`src/rtl/router_out_arbiter.sv`:
```
// router_out_arbiter: per-output-port packet arbiter for the 16-port router.
// Grants one requesting input port exclusive use of this output port for a
// whole packet. The search for the next owner starts just after the port most
// recently released. A watchdog frees the port if a packet never ends, and a
// saturating counter tallies completed packets for the host.
module router_out_arbiter #(
    parameter int NUM_PORTS = 16,
    parameter int PORT_ID_W = 4,
    parameter int TIMEOUT   = 1024,
    parameter int CNT_W     = 16
) (
    input  logic                 clk,
    input  logic                 reset,
    input  logic [NUM_PORTS-1:0] req,
    input  logic [NUM_PORTS-1:0] eop,
    input  logic                 enable,
    input  logic                 clr_cnt,
    output logic [NUM_PORTS-1:0] gnt,
    output logic [PORT_ID_W-1:0] gnt_id,
    output logic                 busy,
    output logic                 timeout_pulse,
    output logic [CNT_W-1:0]     pkt_cnt
);

    // The watchdog only has to count up to TIMEOUT-1.
    localparam int WDOG_W = (TIMEOUT > 2) ? $clog2(TIMEOUT) : 1;
    localparam logic [WDOG_W-1:0]    WDOG_LAST = WDOG_W'(TIMEOUT - 1);
    localparam logic [PORT_ID_W-1:0] LAST_ID   = PORT_ID_W'(NUM_PORTS - 1);
    localparam logic [NUM_PORTS-1:0] ONE_HOT0  = NUM_PORTS'(1);

    typedef enum logic [1:0] {
        S_IDLE  = 2'd0,
        S_GRANT = 2'd1,
        S_GAP   = 2'd2
    } state_t;

    state_t               state_q, state_d;
    logic [NUM_PORTS-1:0] gnt_q, gnt_d;
    logic [PORT_ID_W-1:0] gnt_id_q, gnt_id_d;
    logic                 busy_q, busy_d;
    logic                 timeout_pulse_q, timeout_pulse_d;
    logic [CNT_W-1:0]     pkt_cnt_q, pkt_cnt_d;
    logic [PORT_ID_W-1:0] ptr_q, ptr_d;
    logic [WDOG_W-1:0]    wdog_q, wdog_d;

    logic                 pick_valid;
    logic [PORT_ID_W-1:0] pick_id;
    logic                 own_eop;
    logic                 own_req;
    logic                 cnt_inc;

    // Port index base+offs, wrapping modulo NUM_PORTS.
    function automatic logic [PORT_ID_W-1:0] rr_index(input logic [PORT_ID_W-1:0] base,
                                                       input int offs);
        int sum;
        sum = int'(base) + offs;
        if (sum >= NUM_PORTS) begin
            sum = sum - NUM_PORTS;
        end
        return PORT_ID_W'(sum);
    endfunction

    assign own_eop = eop[gnt_id_q];
    assign own_req = req[gnt_id_q];

    // Round-robin pick: first requester at or above ptr, wrapping.
    always_comb begin
        pick_valid = 1'b0;
        pick_id    = '0;
        for (int k = 0; k < NUM_PORTS; k++) begin
            if (!pick_valid && req[rr_index(ptr_q, k)]) begin
                pick_valid = 1'b1;
                pick_id    = rr_index(ptr_q, k);
            end
        end
    end

    // Next-state and registered-output logic for the IDLE/GRANT/GAP machine.
    always_comb begin
        state_d         = state_q;
        gnt_d           = gnt_q;
        gnt_id_d        = gnt_id_q;
        busy_d          = busy_q;
        timeout_pulse_d = 1'b0;
        ptr_d           = ptr_q;
        wdog_d          = wdog_q;
        cnt_inc         = 1'b0;

        case (state_q)
            S_IDLE: begin
                if (enable && pick_valid) begin
                    gnt_d    = ONE_HOT0 << pick_id;
                    gnt_id_d = pick_id;
                    busy_d   = 1'b1;
                    wdog_d   = '0;
                    state_d  = S_GRANT;
                end
            end
            S_GRANT: begin
                // eop beats the watchdog so a packet ending on the last
                // allowed cycle is still counted as complete.
                if (own_eop || !own_req || (wdog_q == WDOG_LAST)) begin
                    cnt_inc         = own_eop;
                    timeout_pulse_d = !own_eop && own_req;
                    gnt_d           = '0;
                    busy_d          = 1'b0;
                    ptr_d           = (gnt_id_q == LAST_ID) ? '0 : gnt_id_q + PORT_ID_W'(1);
                    state_d         = S_GAP;
                end else begin
                    wdog_d = wdog_q + WDOG_W'(1);
                end
            end
            S_GAP: begin
                // One dead cycle lets the output framer turn around.
                state_d = S_IDLE;
            end
            default: begin
                state_d = S_IDLE;
                gnt_d   = '0;
                busy_d  = 1'b0;
            end
        endcase
    end

    // Packet counter: host clear has priority, otherwise saturating increment.
    always_comb begin
        pkt_cnt_d = pkt_cnt_q;
        if (clr_cnt) begin
            pkt_cnt_d = '0;
        end else if (cnt_inc && (pkt_cnt_q != {CNT_W{1'b1}})) begin
            pkt_cnt_d = pkt_cnt_q + CNT_W'(1);
        end
    end

    // State and output registers, cleared asynchronously.
    always_ff @(posedge clk or posedge reset) begin
        if (reset) begin
            state_q         <= S_IDLE;
            gnt_q           <= '0;
            gnt_id_q        <= '0;
            busy_q          <= 1'b0;
            timeout_pulse_q <= 1'b0;
            pkt_cnt_q       <= '0;
            ptr_q           <= '0;
            wdog_q          <= '0;
        end else begin
            state_q         <= state_d;
            gnt_q           <= gnt_d;
            gnt_id_q        <= gnt_id_d;
            busy_q          <= busy_d;
            timeout_pulse_q <= timeout_pulse_d;
            pkt_cnt_q       <= pkt_cnt_d;
            ptr_q           <= ptr_d;
            wdog_q          <= wdog_d;
        end
    end

    assign gnt           = gnt_q;
    assign gnt_id        = gnt_id_q;
    assign busy          = busy_q;
    assign timeout_pulse = timeout_pulse_q;
    assign pkt_cnt       = pkt_cnt_q;

endmodule

```
`config.mk`:
```
export PLATFORM = sky130hd
export DESIGN_NAME = router_out_arbiter
export DESIGN_NICKNAME = d
export VERILOG_FILES = /design/src/rtl/router_out_arbiter.sv
export SDC_FILE = /design/constraint.sdc
export NUM_CORES = 1
export LEC_CHECK = 0
export BUFFER_PORTS_ARGS = -buffer_cell sky130_fd_sc_hd__buf_2
export CAP_MARGIN = 20
export CORE_UTILIZATION = 63
export CTS_CLUSTER_SIZE = 16
export DETAILED_ROUTE_END_ITERATION = 6
export PLACE_DENSITY_LB_ADDON = 0.2
export REMOVE_ABC_BUFFERS = 1
export SLEW_MARGIN = 20
export SYNTH_ARGS = -nofsm -noshare
export SYNTH_HDL_FRONTEND = slang
export SYNTH_SLANG_ARGS = --single-unit
```
`constraint.sdc`:
```
create_clock -name clk -period 15.49 [get_ports clk]
set_input_delay 0.7745 -clock clk [delete_from_list [all_inputs] [get_ports clk]]
set_output_delay 0.7745 -clock clk [all_outputs]
set_load 0.02 [all_outputs]
```
Word-level counts from Yosys, hierarchy flattened
Index checks and enable logic that the tools add are counted.
- $add $sub $neg: 34
- order comparisons: 33
- eq/ne operators: 8
- shift-type cells: 1
- multiplexer cells: 103
- bitwise gates (word level): 1
- reductions and logical operators: 45
- operators by type and width (cell ; number):
    2-to-1 mux 4 bit ; 33
    less-than comparator 4 x 5 -> 1 bit, second input constant ; 17
    >= comparator 5 bit, second input constant ; 15
    binary-select mux 1 bit (select 4 bit) ; 18
    2-to-1 mux 16 bit ; 4
    subtractor 4 x 1 -> 4 bit, second input constant ; 16
    case mux 16 bit (3 select lines) ; 1
    adder 4 x 4 -> 5 bit, second input constant ; 8
    2-to-1 mux 1 bit ; 40
    adder 4 x 3 -> 5 bit, second input constant ; 4
    2-to-1 mux 10 bit ; 2
    case mux 10 bit (2 select lines) ; 1
    logical AND 1 bit ; 18
    logical NOT 1 bit ; 17
    adder 16 x 1 -> 16 bit, second input constant ; 1
    != test 16 bit, second input constant ; 1
    << shifter 1 x 4 -> 16 bit, first input constant ; 1
    adder 10 x 1 -> 10 bit, second input constant ; 1
    adder 4 x 2 -> 5 bit, second input constant ; 2
    == test 10 bit, second input constant ; 1
    != test 2 bit, second input constant ; 3
    AND reduction 2 bit ; 3
    AND reduction 3 bit ; 2
    adder 4 x 1 -> 5 bit, second input constant ; 1
    other kinds (12) ; 15
- bits in registers: 54

Longest topological paths before layout
- word-level depth: 53
- mapped depth: 19
- mapped depth without buffers: 13

Worst setup path before layout
No wires, ideal clock.
- kind: register to register
- from: reg ptr_q[1]
- to: reg gnt_q[11], in the netlist gnt[11]
- setup time: 0.122 ns
- data arrival time: 4.833 ns
- path slack: 10.535 ns
- cell stages (with the launch flop): 17
- clock period less this slack: 4.955 ns
- path through: dfrtp_1 > buf_4 > buf_2 > clkbuf_1 > inv_1 > ha_1 > buf_2 > clkbuf_1 > mux4_2 > mux4_2 > or4_4 > nor2_4 > nand3_4 > o311a_4 > and2_1 > buf_6 > a32o_1
- longest elaborated chain between the ends: 53
- RTL lines (element ; RTL line ; source):
    start: declaration ; 43 ; logic [PORT_ID_W-1:0] ptr_q, ptr_d;
    start signal: assignment ; 153 ; ptr_q <= ptr_d;
    branches (longest 53 deep; another with adder 4 x 1 -> 5 bit) ; - ;
    end signal: assignment ; 148 ; gnt_q <= gnt_d;
    end: declaration ; 38 ; logic [NUM_PORTS-1:0] gnt_q, gnt_d;
Several ways; the timed one is not identified. The select of a mux whose other input is x is not followed.
A chain may end at the register's enable or synchronous reset.

Final worst setup path
- from: reg ptr_q[0]
- to: reg gnt_q[5], in the netlist gnt[5]
Same word-level chain as after synthesis.

==> metrics.txt <==
# TYPE chip_impl_metric gauge
chip_impl_metric{name="average_cell_area_after_synthesis",unit="um^2"} 9.915
chip_impl_info{name="clockRootBuffer",value="clkbuf_8"} 1
chip_impl_metric{name="synth-edff-count",unit=""} 0
chip_impl_metric{name="hold_slack",unit="ns"} 0.5049
chip_impl_metric{name="dr_wl_met2",unit="um"} 6247
chip_impl_info{name="endpoint_kind",value="register"} 1
chip_impl_metric{name="net_count_final",unit=""} 606
chip_impl_metric{name="grt_max_degree",unit=""} 55
chip_impl_metric{name="met1_wire_length",unit="um"} 5541
chip_impl_metric{name="fin_area",unit="um^2"} 5458
chip_impl_metric{name="layout-drive-gt1-share",unit="%"} 27.99
chip_impl_info{name="grt_setup_unrepaired",value="no"} 1
chip_impl_metric{name="worst-endpoint-required",unit="ns"} 15.73
chip_impl_metric{name="clock-sinks",unit=""} 54
chip_impl_metric{name="wl_per_cell",unit="um"} 19.84
chip_impl_metric{name="timing.clock.skew",unit="ns"} 0.01056
chip_impl_metric{name="cts.reportedPaths.clkPinSlew",unit="ns"} 0.10
chip_impl_info{name="outcome",value="finished, final reports clean"} 1
chip_impl_metric{name="post_syn_instances",unit=""} 501
chip_impl_metric{name="detailedRoute.firstPassIterationCount",unit=""} 5
chip_impl_metric{name="netlist.area_leader.share",unit="%"} 27.20
chip_impl_metric{name="worst_slew_margin_rel",unit="%"} 33.95
chip_impl_info{name="most_prevalent_standard_cell_on_the_critical_path",value="mux2i_1"} 1
chip_impl_metric{name="top_level_ports",unit=""} 74
chip_impl_metric{name="cp_slowest_stage_delay",unit="ns"} 0.80
chip_impl_info{name="yosys-top-cells-count",value="dfrtp_1 (54), nor2_1 (41), mux4_2 (37), nand2_1 (34), mux2i_1 (27)"} 1
chip_impl_metric{name="mappedNetlistArea",unit="um^2"} 4967
chip_impl_metric{name="design.die.area",unit="um^2"} 8244
chip_impl_metric{name="cts.htree.levels",unit=""} 2
chip_impl_metric{name="fin_crit_sh",unit="%"} 33.65
chip_impl_metric{name="grt_antenna_before_repair",unit=""} 0
chip_impl_metric{name="period_minus_slack",unit="ns"} 5.213
chip_impl_metric{name="synth.ff_latch_count",unit=""} 54
chip_impl_info{name="worstPathCellList",value="buf_4, inv_2, ha_1, mux4_2, mux2i_1, mux2i_1, or4_4, nor4_2, nor3b_1, a211oi_1, nor2_1, a32o_1"} 1
chip_impl_metric{name="timing.final.max_slew_violations",unit=""} 0
chip_impl_metric{name="fp-row-count",unit=""} 32
chip_impl_metric{name="dpl.hpwl",unit="um"} 9760
chip_impl_metric{name="fp.dieH",unit="um"} 90.80
chip_impl_metric{name="start_util",unit="%"} 64.62
chip_impl_metric{name="yosys_warnings",unit=""} 0
chip_impl_metric{name="vias",unit=""} 4592
chip_impl_info{name="synth_ff_type",value="dfrtp_1"} 1
chip_impl_metric{name="ctsHoldBuffers",unit=""} 0
chip_impl_info{name="worst_hold_path_type",value="register to register"} 1
chip_impl_metric{name="detail_route.wirelength",unit="um"} 13160
chip_impl_info{name="synth.largest_area_cell",value="dfrtp_1"} 1
chip_impl_metric{name="numCtsBuffers",unit=""} 5
chip_impl_metric{name="max-clock-path-buffers",unit=""} 2
chip_impl_info{name="setup.worst_path.class",value="register to register"} 1
chip_impl_metric{name="synth.distinct_cells",unit=""} 73
chip_impl_metric{name="hold_violations",unit=""} 0
chip_impl_metric{name="max-cap-violations",unit=""} 0
chip_impl_metric{name="placeableCoreArea",unit="um^2"} 7687
chip_impl_info{name="synth_area_leaders",value="dfrtp_1 (27%), mux4_2 (17%), mux2i_1 (5.4%), mux2_2 (3.9%), a32o_1 (3.4%)"} 1
chip_impl_metric{name="total_global_route_track_usage",unit="%"} 32.40
chip_impl_info{name="tritoncts_clock_tree",value="yes"} 1
chip_impl_metric{name="final_setup_violations",unit=""} 0
chip_impl_metric{name="grt_pass1_wl",unit="um"} 21360
chip_impl_metric{name="drc_errors",unit=""} 0
chip_impl_metric{name="wl_met3",unit="um"} 1169
chip_impl_metric{name="max_freq",unit="MHz"} 191.8
chip_impl_metric{name="cts_setup_buffers",unit=""} 0
chip_impl_metric{name="fin_util",unit="%"} 71.00
chip_impl_metric{name="globalRouteOverflowTotal",unit=""} 0
chip_impl_info{name="synth_most_common_cell",value="dfrtp_1"} 1
chip_impl_metric{name="dpl_cell_area",unit="um^2"} 5358
chip_impl_metric{name="antenna_cells",unit=""} 0
chip_impl_metric{name="avgViaCountPerCell",unit=""} 6.926
chip_impl_metric{name="clkLatencyLatePin",unit="ns"} 0.32
chip_impl_metric{name="synth_seq_area_share",unit="%"} 27.20
chip_impl_metric{name="cp_max_fo",unit=""} 26
chip_impl_metric{name="crit_arrival",unit="ns"} 5.45
chip_impl_info{name="cp-start-kind",value="register"} 1
chip_impl_info{name="top_layer",value="met4"} 1
chip_impl_metric{name="drtIter0Drc",unit=""} 383
chip_impl_metric{name="tns",unit="ns"} 0
chip_impl_metric{name="die_x_extent",unit="um"} 90.80
chip_impl_metric{name="grt_pass1_vias",unit=""} 4280
chip_impl_metric{name="max_slew.worst_pin.slew",unit="ns"} 0.9632
chip_impl_metric{name="replace_congestion",unit=""} 0.9810
chip_impl_metric{name="ctsResizeCount",unit=""} 0
chip_impl_metric{name="drtAntennaViolNets",unit=""} 0
chip_impl_metric{name="areaGrowthSynthToFinish",unit="%"} 9.874
chip_impl_info{name="worst_path_max_delay_cell",value="ha_1"} 1
chip_impl_metric{name="ys_async_sr_fraction",unit="%"} 100.0
chip_impl_metric{name="portBuffers",unit=""} 73
[final timing paths]
path	cells past startpoint	slack (ns)	to	start
worst max-delay path	12	10.28	gnt[5]$_DFFE_PP0P_	ptr_q[0]$_DFFE_PP0P_
worst min-delay path	1	0.50	gnt[12]$_DFFE_PP0P_	gnt[12]$_DFFE_PP0P_
worst max register to register	12	10.28	gnt[5]$_DFFE_PP0P_	ptr_q[0]$_DFFE_PP0P_
worst min register to register	1	0.50	gnt[12]$_DFFE_PP0P_	gnt[12]$_DFFE_PP0P_
max in group asynchronous	2	14.34	wdog_q[9]$_DFFE_PP0P_	reset
min in group asynchronous	2	0.61	pkt_cnt[5]$_DFFE_PP0P_	reset
[layer usage]
metal,GRT usage [%],up-vias
met3,6.818,22
met1,46.96,2270
li1,-,2063
met2,50.19,237
met5,0,-
met4,7.407,0
[critical path: cells and delay by family, from the launching register on]
kind	cells	cell delay (ns)
simple gates	4	1.87
mux	3	1.19
fa+ha+maj	1	0.80
buf+inv	2	0.52
compound gates	2	0.43
flops	1	0.34
[state kept, by name, summed over array words and instances (netlist names)]
register       count
gnt_id             4
gnt               16
wdog_q            10
pkt_cnt           16
busy               1
ptr_q              4
timeout_pulse      1
state_q            2
[placed cells by master, fill, tap and decap left out, types with 4 or more instances in the layout]
cell type,Yosys,routed
nand2_1,34,34
dfrtp_1,54,54
o211ai_1,7,7
a21boi_0,4,4
a31oi_1,6,6
o221ai_1,4,4
xnor2_1,8,8
ha_1,10,10
a32o_1,17,17
nor3_1,7,7
o22ai_1,4,4
o21ai_0,26,26
or3_1,13,13
xor2_1,16,16
mux4_2,37,37
buf_2,7,73
nand3_1,18,18
nor2_1,41,41
inv_2,4,4
and3_1,5,5
and2_1,4,4
mux2_2,17,17
inv_1,15,14
a21oi_1,24,24
clkbuf_8,0,6
a211oi_1,4,4
nand2b_1,7,7
nand4_1,6,6
mux2i_1,27,27
[per-stage QoR]
step           cells  setup WS, ns
2_1_floorplan    477         10.46
3_3_place_gp     655         10.65
3_5_place_dp     655         10.40
4_1_cts          663         10.37
5_1_grt          663         9.960
6_report         663         10.28
[final cells by class]
| class | count | area, um^2 |
|---|---|---|
| Sequential cell | 54 | 1351 |
| Tap cell | 102 | 127.6 |
| Multi-Input combinational cell | 404 | 3420 |
| Clock buffer | 6 | 82.58 |
| Timing Repair Buffer | 76 | 387.9 |
| Fill cell | 622 | 2230 |
| Inverter | 19 | 72.57 |
| Clock inverter | 2 | 16.27 |
[cell families (layout without fill, tap and decap cells)]
family	after synthesis	in the layout	synth area share, %
AO/OA/AOI/OAI	133	133	19.62
multiplexers	82	82	26.35
adder cells (fa/ha/maj)	10	10	2.519
XOR/XNOR	24	24	4.232
flip-flops	54	54	27.20
buffers and inverters	43	103	3.954
AND/OR/NAND/NOR	155	155	16.12
Power is not shown: default switching activity piles up to over one toggle a cycle in this logic, so the estimate is an artifact.
